<file path="config.mk">
export PLATFORM = sky130hd
export DESIGN_NAME = readout_sequencer
export DESIGN_NICKNAME = d
export VERILOG_FILES = /design/src/rtl/readout_sequencer.sv
export SDC_FILE = /design/constraint.sdc
export NUM_CORES = 1
export LEC_CHECK = 0
export BUFFER_PORTS_ARGS = -buffer_cell sky130_fd_sc_hd__buf_2
export CORE_MARGIN = 5
export CORE_UTILIZATION = 52
export DETAILED_ROUTE_END_ITERATION = 7
export GPL_TIMING_DRIVEN = 0
export PLACE_DENSITY = 0.87
export SYNTH_ARGS = -nofsm -noshare
export SYNTH_HDL_FRONTEND = slang
export SYNTH_SLANG_ARGS = --single-unit
</file>
<file path="constraint.sdc">
create_clock -name clk -period 3.5 [get_ports clk]
set_input_delay 0.35 -clock clk [delete_from_list [all_inputs] [get_ports clk]]
set_output_delay 0.35 -clock clk [all_outputs]
set_load 0.01 [all_outputs]
</file>
<file path="src/rtl/readout_sequencer.sv">
// readout_sequencer
// Multi-source trigger arbiter and readout frame sequencer for the chip/ADC
// readout path. Rising edges on masked trigger sources are queued (up to
// PENDING_DEPTH deep). Each queued trigger launches one frame, which has three
// phases: an optional pre-delay, then N read-clock enables, then an optional
// holdoff. All outputs that leave the block are registered, except busy.
// busy is a plain OR of registered state and carries no extra logic.
module readout_sequencer #(
  parameter int N_TRIG_SRC             = 2,
  parameter int TRIGGER_COUNTER_LENGTH = 16,
  parameter int NUM_DATA_W             = 13,
  parameter int DELAY_W                = 8,
  parameter int PENDING_DEPTH          = 4,
  localparam int PEND_W                = $clog2(PENDING_DEPTH + 1)
) (
  input  logic                              clk,
  input  logic                              rstn,
  input  logic [N_TRIG_SRC-1:0]             trig_in,
  input  logic [N_TRIG_SRC-1:0]             trig_mask,
  input  logic [NUM_DATA_W-1:0]             cfg_num_data,
  input  logic [DELAY_W-1:0]                cfg_pre_delay,
  input  logic [DELAY_W-1:0]                cfg_holdoff,
  input  logic                              counter_clear,
  output logic                              chip_read_clk_en,
  output logic                              adc_read_en,
  output logic                              frame_start,
  output logic                              frame_end,
  output logic                              busy,
  output logic [PEND_W-1:0]                 pending_count,
  output logic [TRIGGER_COUNTER_LENGTH-1:0] trig_counter,
  output logic [TRIGGER_COUNTER_LENGTH-1:0] lost_counter
);

  // One shared phase counter covers both the delays and the read length.
  localparam int CNT_W = (NUM_DATA_W > DELAY_W) ? NUM_DATA_W : DELAY_W;

  typedef enum logic [1:0] {
    S_IDLE,
    S_PRE,
    S_READ,
    S_HOLDOFF
  } state_t;

  state_t                  state;
  logic [CNT_W-1:0]        cnt;
  logic [NUM_DATA_W-1:0]   lat_num;
  logic [DELAY_W-1:0]      lat_pre;
  logic [DELAY_W-1:0]      lat_holdoff;
  logic [N_TRIG_SRC-1:0]   prev_trig;

  logic                    trig_edge;
  logic                    launch;
  logic                    accept;
  logic [PEND_W-1:0]       pend_after_launch;
  logic [CNT_W-1:0]        pre_last;
  logic [CNT_W-1:0]        read_last;
  logic [CNT_W-1:0]        holdoff_last;

  // Several sources rising in the same cycle collapse into a single trigger.
  assign trig_edge = |(trig_in & ~prev_trig & trig_mask);

  // A launch frees a queue slot in the same cycle, so a full queue can still
  // accept a trigger when a frame is being launched.
  assign launch            = (state == S_IDLE) && (pending_count != '0);
  assign pend_after_launch = pending_count - PEND_W'(launch);
  assign accept            = trig_edge && (pend_after_launch < PEND_W'(PENDING_DEPTH));

  // Terminal counts for each phase, taken from the values latched at launch.
  assign pre_last     = CNT_W'(lat_pre) - CNT_W'(1);
  assign read_last    = CNT_W'(lat_num) - CNT_W'(1);
  assign holdoff_last = CNT_W'(lat_holdoff) - CNT_W'(1);

  assign busy = (state != S_IDLE) || (pending_count != '0);

  // Trigger edge history, pending queue depth and the two statistics counters.
  // NOTE: sequential state uses non-blocking assignments only, so every flop
  // samples pre-edge values regardless of statement order.
  always_ff @(posedge clk or negedge rstn) begin
    if (!rstn) begin
      prev_trig     <= '0;
      pending_count <= '0;
      trig_counter  <= '0;
      lost_counter  <= '0;
    end else begin
      prev_trig     <= trig_in;
      pending_count <= pend_after_launch + PEND_W'(accept);
      if (counter_clear) begin
        trig_counter <= '0;
        lost_counter <= '0;
      end else if (accept) begin
        trig_counter <= trig_counter + TRIGGER_COUNTER_LENGTH'(1);
      end else if (trig_edge && (lost_counter != '1)) begin
        lost_counter <= lost_counter + TRIGGER_COUNTER_LENGTH'(1);
      end
    end
  end

  // Frame FSM: launches queued triggers and drives the registered enables and markers.
  always_ff @(posedge clk or negedge rstn) begin
    if (!rstn) begin
      state            <= S_IDLE;
      cnt              <= '0;
      lat_num          <= '0;
      lat_pre          <= '0;
      lat_holdoff      <= '0;
      chip_read_clk_en <= 1'b0;
      adc_read_en      <= 1'b0;
      frame_start      <= 1'b0;
      frame_end        <= 1'b0;
    end else begin
      // NOTE: the pulse outputs default low each cycle and are raised only on
      // the transition that needs them, so they can never stick high.
      frame_start <= 1'b0;
      frame_end   <= 1'b0;
      adc_read_en <= chip_read_clk_en;
      case (state)
        S_IDLE: begin
          if (launch) begin
            // Configuration is frozen for the whole frame.
            lat_num     <= (cfg_num_data == '0) ? NUM_DATA_W'(1) : cfg_num_data;
            lat_pre     <= cfg_pre_delay;
            lat_holdoff <= cfg_holdoff;
            cnt         <= '0;
            if (cfg_pre_delay != '0) begin
              state <= S_PRE;
            end else begin
              state            <= S_READ;
              chip_read_clk_en <= 1'b1;
              frame_start      <= 1'b1;
            end
          end
        end
        S_PRE: begin
          if (cnt == pre_last) begin
            cnt              <= '0;
            state            <= S_READ;
            chip_read_clk_en <= 1'b1;
            frame_start      <= 1'b1;
          end else begin
            cnt <= cnt + CNT_W'(1);
          end
        end
        S_READ: begin
          if (cnt == read_last) begin
            // The last ADC cycle follows this edge, one cycle behind the enable.
            cnt              <= '0;
            chip_read_clk_en <= 1'b0;
            frame_end        <= 1'b1;
            state            <= (lat_holdoff != '0) ? S_HOLDOFF : S_IDLE;
          end else begin
            cnt <= cnt + CNT_W'(1);
          end
        end
        S_HOLDOFF: begin
          if (cnt == holdoff_last) begin
            cnt   <= '0;
            state <= S_IDLE;
          end else begin
            cnt <= cnt + CNT_W'(1);
          end
        end
        default: begin
          state            <= S_IDLE;
          cnt              <= '0;
          chip_read_clk_en <= 1'b0;
        end
      endcase
    end
  end

endmodule

</file>
==> impl_metrics.toml, run 1 <==
[clock_tree]
cts_root_buffer = "clkbuf_8"
cts_tree = "yes"
cts_max_level = 3
numCtsBuffers = 9
clock-sinks = 85
clockBufferDepth = 2
clk_pin_slew_worst_paths_ns = 0.08
clk_latency_ns = 0.37

[route]
drt-vias-per-instance = 5.75
ant_nets = 0
drt_iter0_markers = 259
wl_mm = 12.9
vias = 4522
dr.pass1.iters = 5
drc = 0
wl_per_cell_um = 16.4

[synthesis]
synth_top_area_share = 0.432
synth_top_family_by_area = "simple AND/OR/NAND/NOR gates"
synth.cell_area_um2 = 4930
ys_types = 63
synth-adder-area-share = 0.0254
synthSimpleGateAreaFrac = 0.275
synthArstFlopShare = 1.00
synth_cells = 556
yosys.area.top_type = "dfrtp_1"
synth_edf_count = 0
yosys.area_share.xor_xnor = 0.110
ys.flop_type = "dfrtp_1"
synthTopCellsByArea = "dfrtp_1 (43%), nand2_1 (8.1%), xor2_1 (6.4%), xnor2_1 (4.6%), nor2_1 (3.8%)"
syn-num-nets = 602
yosys_warnings = 0
synth-compound-area-share = 0.105
ys_seq_area_frac = 0.432
synth_mux_area_frac = 0.0124
syn_avg_cell_area_um2 = 8.86
ys_seq_elements = 85

[cells_and_area]
antenna_cells = 0
stdcell_area_um2 = 5820
drive_above_1_share = 0.201
area_growth_pct = 18.2
nets = 699

[die]
dieWidth_um = 107
coreArea_um2 = 9240
design.die.area_um2 = 11500
rows = 35
pin_count = 76
die_h_um = 107
start_util = 0.533

[worst_setup_path]
cp.required_ns = 3.74
arrival_ns = 3.57
crit_type = "register to register"
worstSetupStartpointType = "register"
worst_setup_path_end_kind = "register"
cp_max_fo = 10

[sta]
maxSlewHeadroom = 0.290
hold_viol = 0
max_slew.worst_pin.slew_ns = 1.06
max_freq_ghz = 0.300
setup_ws_ns = 0.170
fin_crit_ns = 3.33
drv_slew = 0
setup_viol = 0
skew_ns = 0.0125
period_share = 0.951

[grt]
grt_max_degree = 61
grt_pass1_wl_mm = 21.2
antenna_found_initial = 0
grt-ovfl-total = 0
track_usage = 0.228
grt_pass1_vias = 4529

[power_and_ir_drop]
p_leak_nw = 2.64
irDropWorstVdd_mv = 0.235
p_per_area_nw_per_um2 = 327

[place]
placed_area_um2 = 5490
hpwl_mm = 9.27
io_buffers = 75
place_congestion = 0.918
place_ws_ns = -0.622

[status]
status = "finished, final reports clean"

[min_path]
holdCritPathClass = "input port to register"

[flow_run]
maxCapViolCount = 0
## layout make-up
class / instances / area, um^2
fill: 742 / 3420
multi-input combinational: 426 / 2660
sequential: 85 / 2130
timing repair buffer: 87 / 490
tap: 129 / 161
clock buffer: 10 / 138
buffer: 23 / 115
inverter: 21 / 81.3
clock inverter: 6 / 46.3
## cells by family (layout without fill, tap and decap cells)
logic type	count (synthesis)	in the layout
simple gates	273	273
flops	85	85
compound gates	75	75
xor+xnor	62	62
buf+inv	45	147
fa+ha+maj	10	10
mux	6	6
## critical path: stages (launching register included)
cell and delay (ns):
dfrtp_2 0.43, inv_1 0.07, ha_2 0.18, or4b_1 0.43
buf_2 0.18, or4_1 0.48, o311ai_1 0.13, o22ai_1 0.19
nor4_4 0.33, a2bb2oi_2 0.22, buf_6 0.16, buf_8 0.13
nor2_1 0.05, a211o_1 0.24
## registers in the layout, summed over array words and instances (netlist names)
name / flops
adc_read_en: 1
chip_read_clk_en: 1
cnt: 13
frame_end: 1
frame_start: 1
lat_holdoff: 8
lat_num: 13
lat_pre: 8
lost_counter: 16
pending_count: 3
prev_trig: 2
state: 2
trig_counter: 16
## cells in the mapped netlist, types with 6 or more instances
| cell type | number |
|---|---|
| a21oi_1 | 11 |
| and2_1 | 6 |
| and3_1 | 11 |
| clkbuf_1 | 17 |
| dfrtp_1 | 85 |
| ha_1 | 10 |
| inv_1 | 19 |
| nand2_1 | 106 |
| nand3_1 | 17 |
| nand4_1 | 6 |
| nor2_1 | 50 |
| nor3_1 | 18 |
| nor4_1 | 10 |
| o21ai_0 | 23 |
| or3_1 | 6 |
| xnor2_1 | 26 |
| xor2_1 | 36 |
## placed cells by master (no fill, tap or decap), types with 5 or more instances in the layout
cell      Yosys  routed
xor2_1       36      35
o21ai_0      23      23
or3_1         6       5
nor3_1       18      18
ha_1         10       9
a21oi_1      11      10
and2_1        6       6
and4_1        5       5
or4_1         5       5
buf_2         2      76
buf_4         0      11
clkbuf_8      0      10
nor4_1       10      10
dfrtp_1      85      84
clkbuf_1     17      17
nor2b_1       5       5
xnor2_1      26      26
nand3b_1      5       5
nor2_1       50      49
nand2_1     106     105
nand2b_1      5       5
inv_1        19      19
and3_1       11      10
nand4_1       6       6
mux2i_1       5       5
nand3_1      17      17
## per-layer routing
layer | part of all wire | global-route usage | up-vias
li1 | - | - | 2110
met1 | 0.40 | 0.278 | 2200
met2 | 0.49 | 0.381 | 175
met3 | 0.073 | 0.0570 | 37
met4 | 0.032 | 0.104 | 0
met5 | 0 | 0 | -
## final timing paths
kind,start,endpoint,slack [ns],cells past startpoint
worst max-delay path,lat_num[0],cnt[4],0.17,13
worst min-delay path,trig_in[0],prev_trig[0],0.11,1
worst max register to register,lat_num[0],cnt[4],0.17,13
worst min register to register,chip_read_clk_en,adc_read_en,0.42,0
max in group asynchronous,rstn,cnt[7],2.42,3
min in group asynchronous,rstn,lat_pre[5],0.44,2
## power breakdown
part | leakage (nW) | total, mW | switching, mW | internal, mW
sequential | 0.989 | 1.03 | 0.0247 | 1.01
combinational | 1.56 | 0.209 | 0.120 | 0.0889
clock | 0.0889 | 0.665 | 0.384 | 0.281
total | 2.64 | 1.90 | 0.529 | 1.38
## what timing repair did
item,CTS,global route
gates resized for setup,8,10
hold endpoints to repair,25,0
setup endpoints to repair,30,18
pin swaps,0,3
hold buffers,1,0
setup buffers,0,10
## per-stage QoR
step / setup TNS [ns] / total power, mW / hold WS (ns) / util / std cells
after floorplan: 0 / 1.12 / 0.0544 / - / 556
after global placement: -6.40 / 1.20 / 0.381 / 0.591 / 760
after detailed placement: -9.35 / 1.22 / 0.291 / 0.595 / 761
after CTS: 0 / 1.88 / 0.0992 / 0.619 / 778
after global routing: -0.0121 / 1.98 / 0.112 / 0.630 / 787
final: 0 / 1.90 / 0.113 / 0.630 / 787
(Power assumes the default switching activity.)
==> inputs of run 2 (changes only) <==
- CORE_UTILIZATION: 52 -> 40
- PLACE_DENSITY: 0.87 -> 0.72
==> impl_metrics.toml, run 2 (synthesis gave the netlist of run 1 again) <==
[status]
status = "finished, final reports clean"

[clock_tree]
cts_tree = "yes"
cts_root_buffer = "clkbuf_16"
clk_pin_slew_worst_paths_ns = 0.07
clock-sinks = 85
numCtsBuffers = 9
clk_latency_ns = 0.35
cts_max_level = 3
clockBufferDepth = 2

[grt]
grt_pass1_wl_mm = 21.1
grt-ovfl-total = 0
track_usage = 0.179
grt_max_degree = 57
antenna_found_initial = 1
grt_pass1_vias = 4450

[die]
design.die.area_um2 = 14600
rows = 40
start_util = 0.409
coreArea_um2 = 12100
dieWidth_um = 121
die_h_um = 121
pin_count = 76

[sta]
hold_ws_ns = 0.123
max_slew.worst_pin.slew_ns = 1.00
setup_viol = 0
fin_crit_ns = 3.39
period_share = 0.969
rsz0062_at_grt = "false"
skew_ns = 0.0117
setup_ws_ns = 0.109
drv_slew = 0
tns_ns = 0
max_freq_ghz = 0.295
hold_viol = 0
maxSlewHeadroom = 0.327

[cells_and_area]
drive_above_1_share = 0.186
nets = 692
layout_commonest_cell = "nand2_1"
fill_cells = 1172
final_cell_mix = "nand2_1 (105), dfrtp_1 (85), buf_2 (77)"
final_cells = 819
antenna_cells = 0
area_growth_pct = 19.9
fin_util = 0.490
stdcell_area_um2 = 5910
reg_top3 = "lost_counter (16), trig_counter (16)"

[place]
io_buffers = 75
hpwl_mm = 9.41
placed_area_um2 = 5540
place_ws_ns = -0.737
place_congestion = 0.857
place_inst = 800

[worst_setup_path]
ff2ff_path_depth = 13
rr_endpoint = "cnt[4]"
cp_max_fo = 10
crit_type = "register to register"
regToRegStartpoint = "lat_num[0]"
worst_setup_path_end_kind = "register"
r2r_slack_ns = 0.11
arrival_ns = 3.63
worstSetupStartpointType = "register"
cp.required_ns = 3.74

[route]
dr.pass1.iters = 5
ant_nets = 0
drt-vias-per-instance = 5.34
drc = 0
vias = 4376
wl_mm = 12.7
drt_iter0_markers = 191
wl_per_cell_um = 15.6

[flow_run]
maxCapViolCount = 0

[power_and_ir_drop]
p_sw_frac = 0.261
p_leak_nw = 2.65
power_mw = 2.14
p_per_area_nw_per_um2 = 363
p_int_mw = 1.58
seq_power_share = 0.481
irDropWorstVdd_mv = 0.273
pwr-share-clk = 0.427
combPwrFrac = 0.092
p_sw_mw = 0.560

[min_path]
holdCritPathClass = "input port to register"
min_delay_path_depth = 1
hold_end = "prev_trig[1]"
hold_start = "trig_in[1]"
-- run 2: changes by cell type in the layout (fill, tap and decap cells not counted), sizes merged --
cell | previous run | this run
clkinv | 4 | 3
buf | 92 | 85
inv | 21 | 22
-- run 2: timing repair --
| action | in CTS | in global routing |
|---|---|---|
| endpoints found under the hold margin | 29 | 0 |
| hold buffers | 1 | 0 |
| resized for setup | 9 | 4 |
| buffers inserted | 1 | 1 |
| endpoints found under the setup margin | 31 | 7 |
| gates cloned | 0 | 0 |
-- run 2: layer usage --
layer	vias to the layer above	global-route usage	routed length, um
li1	2097	-	-
met1	2107	0.219	5290
met2	150	0.293	6190
met3	20	0.0643	1050
met4	2	0.0567	198
met5	-	0	7
-- run 2: power groups by stage --
stage	Sequential, mW	Clock, mW	Combinational [mW]
2_1_floorplan	1.05	0	0.0625
3_3_place_gp	1.04	0	0.162
3_5_place_dp	1.05	0	0.175
4_1_cts	1.03	0.945	0.194
5_1_grt	1.03	0.983	0.224
6_report	1.03	0.915	0.198
-- run 2: layout make-up --
cell class | instances | area (um^2) | share of cell area
well taps | 168 | 210 | 0.0356
flip-flops and latches | 85 | 2130 | 0.360
multi-input cells | 426 | 2660 | 0.450
inverters | 21 | 80.1 | 0.0136
clock inverters | 6 | 52.6 | 0.00890
clock buffers | 10 | 229 | 0.0388
plain buffers | 24 | 120 | 0.0203
repair buffers | 79 | 430 | 0.0729
-- run 2: worst max-delay path by stage --
stage                     slack [ns]  cells after the start                to              from
final                           0.11                     13            cnt[4]        lat_num[0]
after global routing            0.03                     13            cnt[4]        lat_num[0]
after CTS                       0.03                     13  lost_counter[15]  pending_count[0]
after detailed placement       -0.74                     13  lost_counter[15]  pending_count[0]
after global placement         -0.56                     13  lost_counter[15]  pending_count[0]
after floorplan                 0.07                     13  lost_counter[15]  pending_count[0]
-- run 2: critical path: stages, from the launching register on --
cell,delay (ns)
dfrtp_1,0.43
inv_1,0.08
ha_1,0.18
or4b_1,0.43
buf_2,0.17
or4_1,0.48
o311ai_0,0.16
o22ai_1,0.24
nor4_4,0.32
a2bb2oi_2,0.21
buf_6,0.17
buf_8,0.14
nor2_1,0.05
a211o_1,0.22
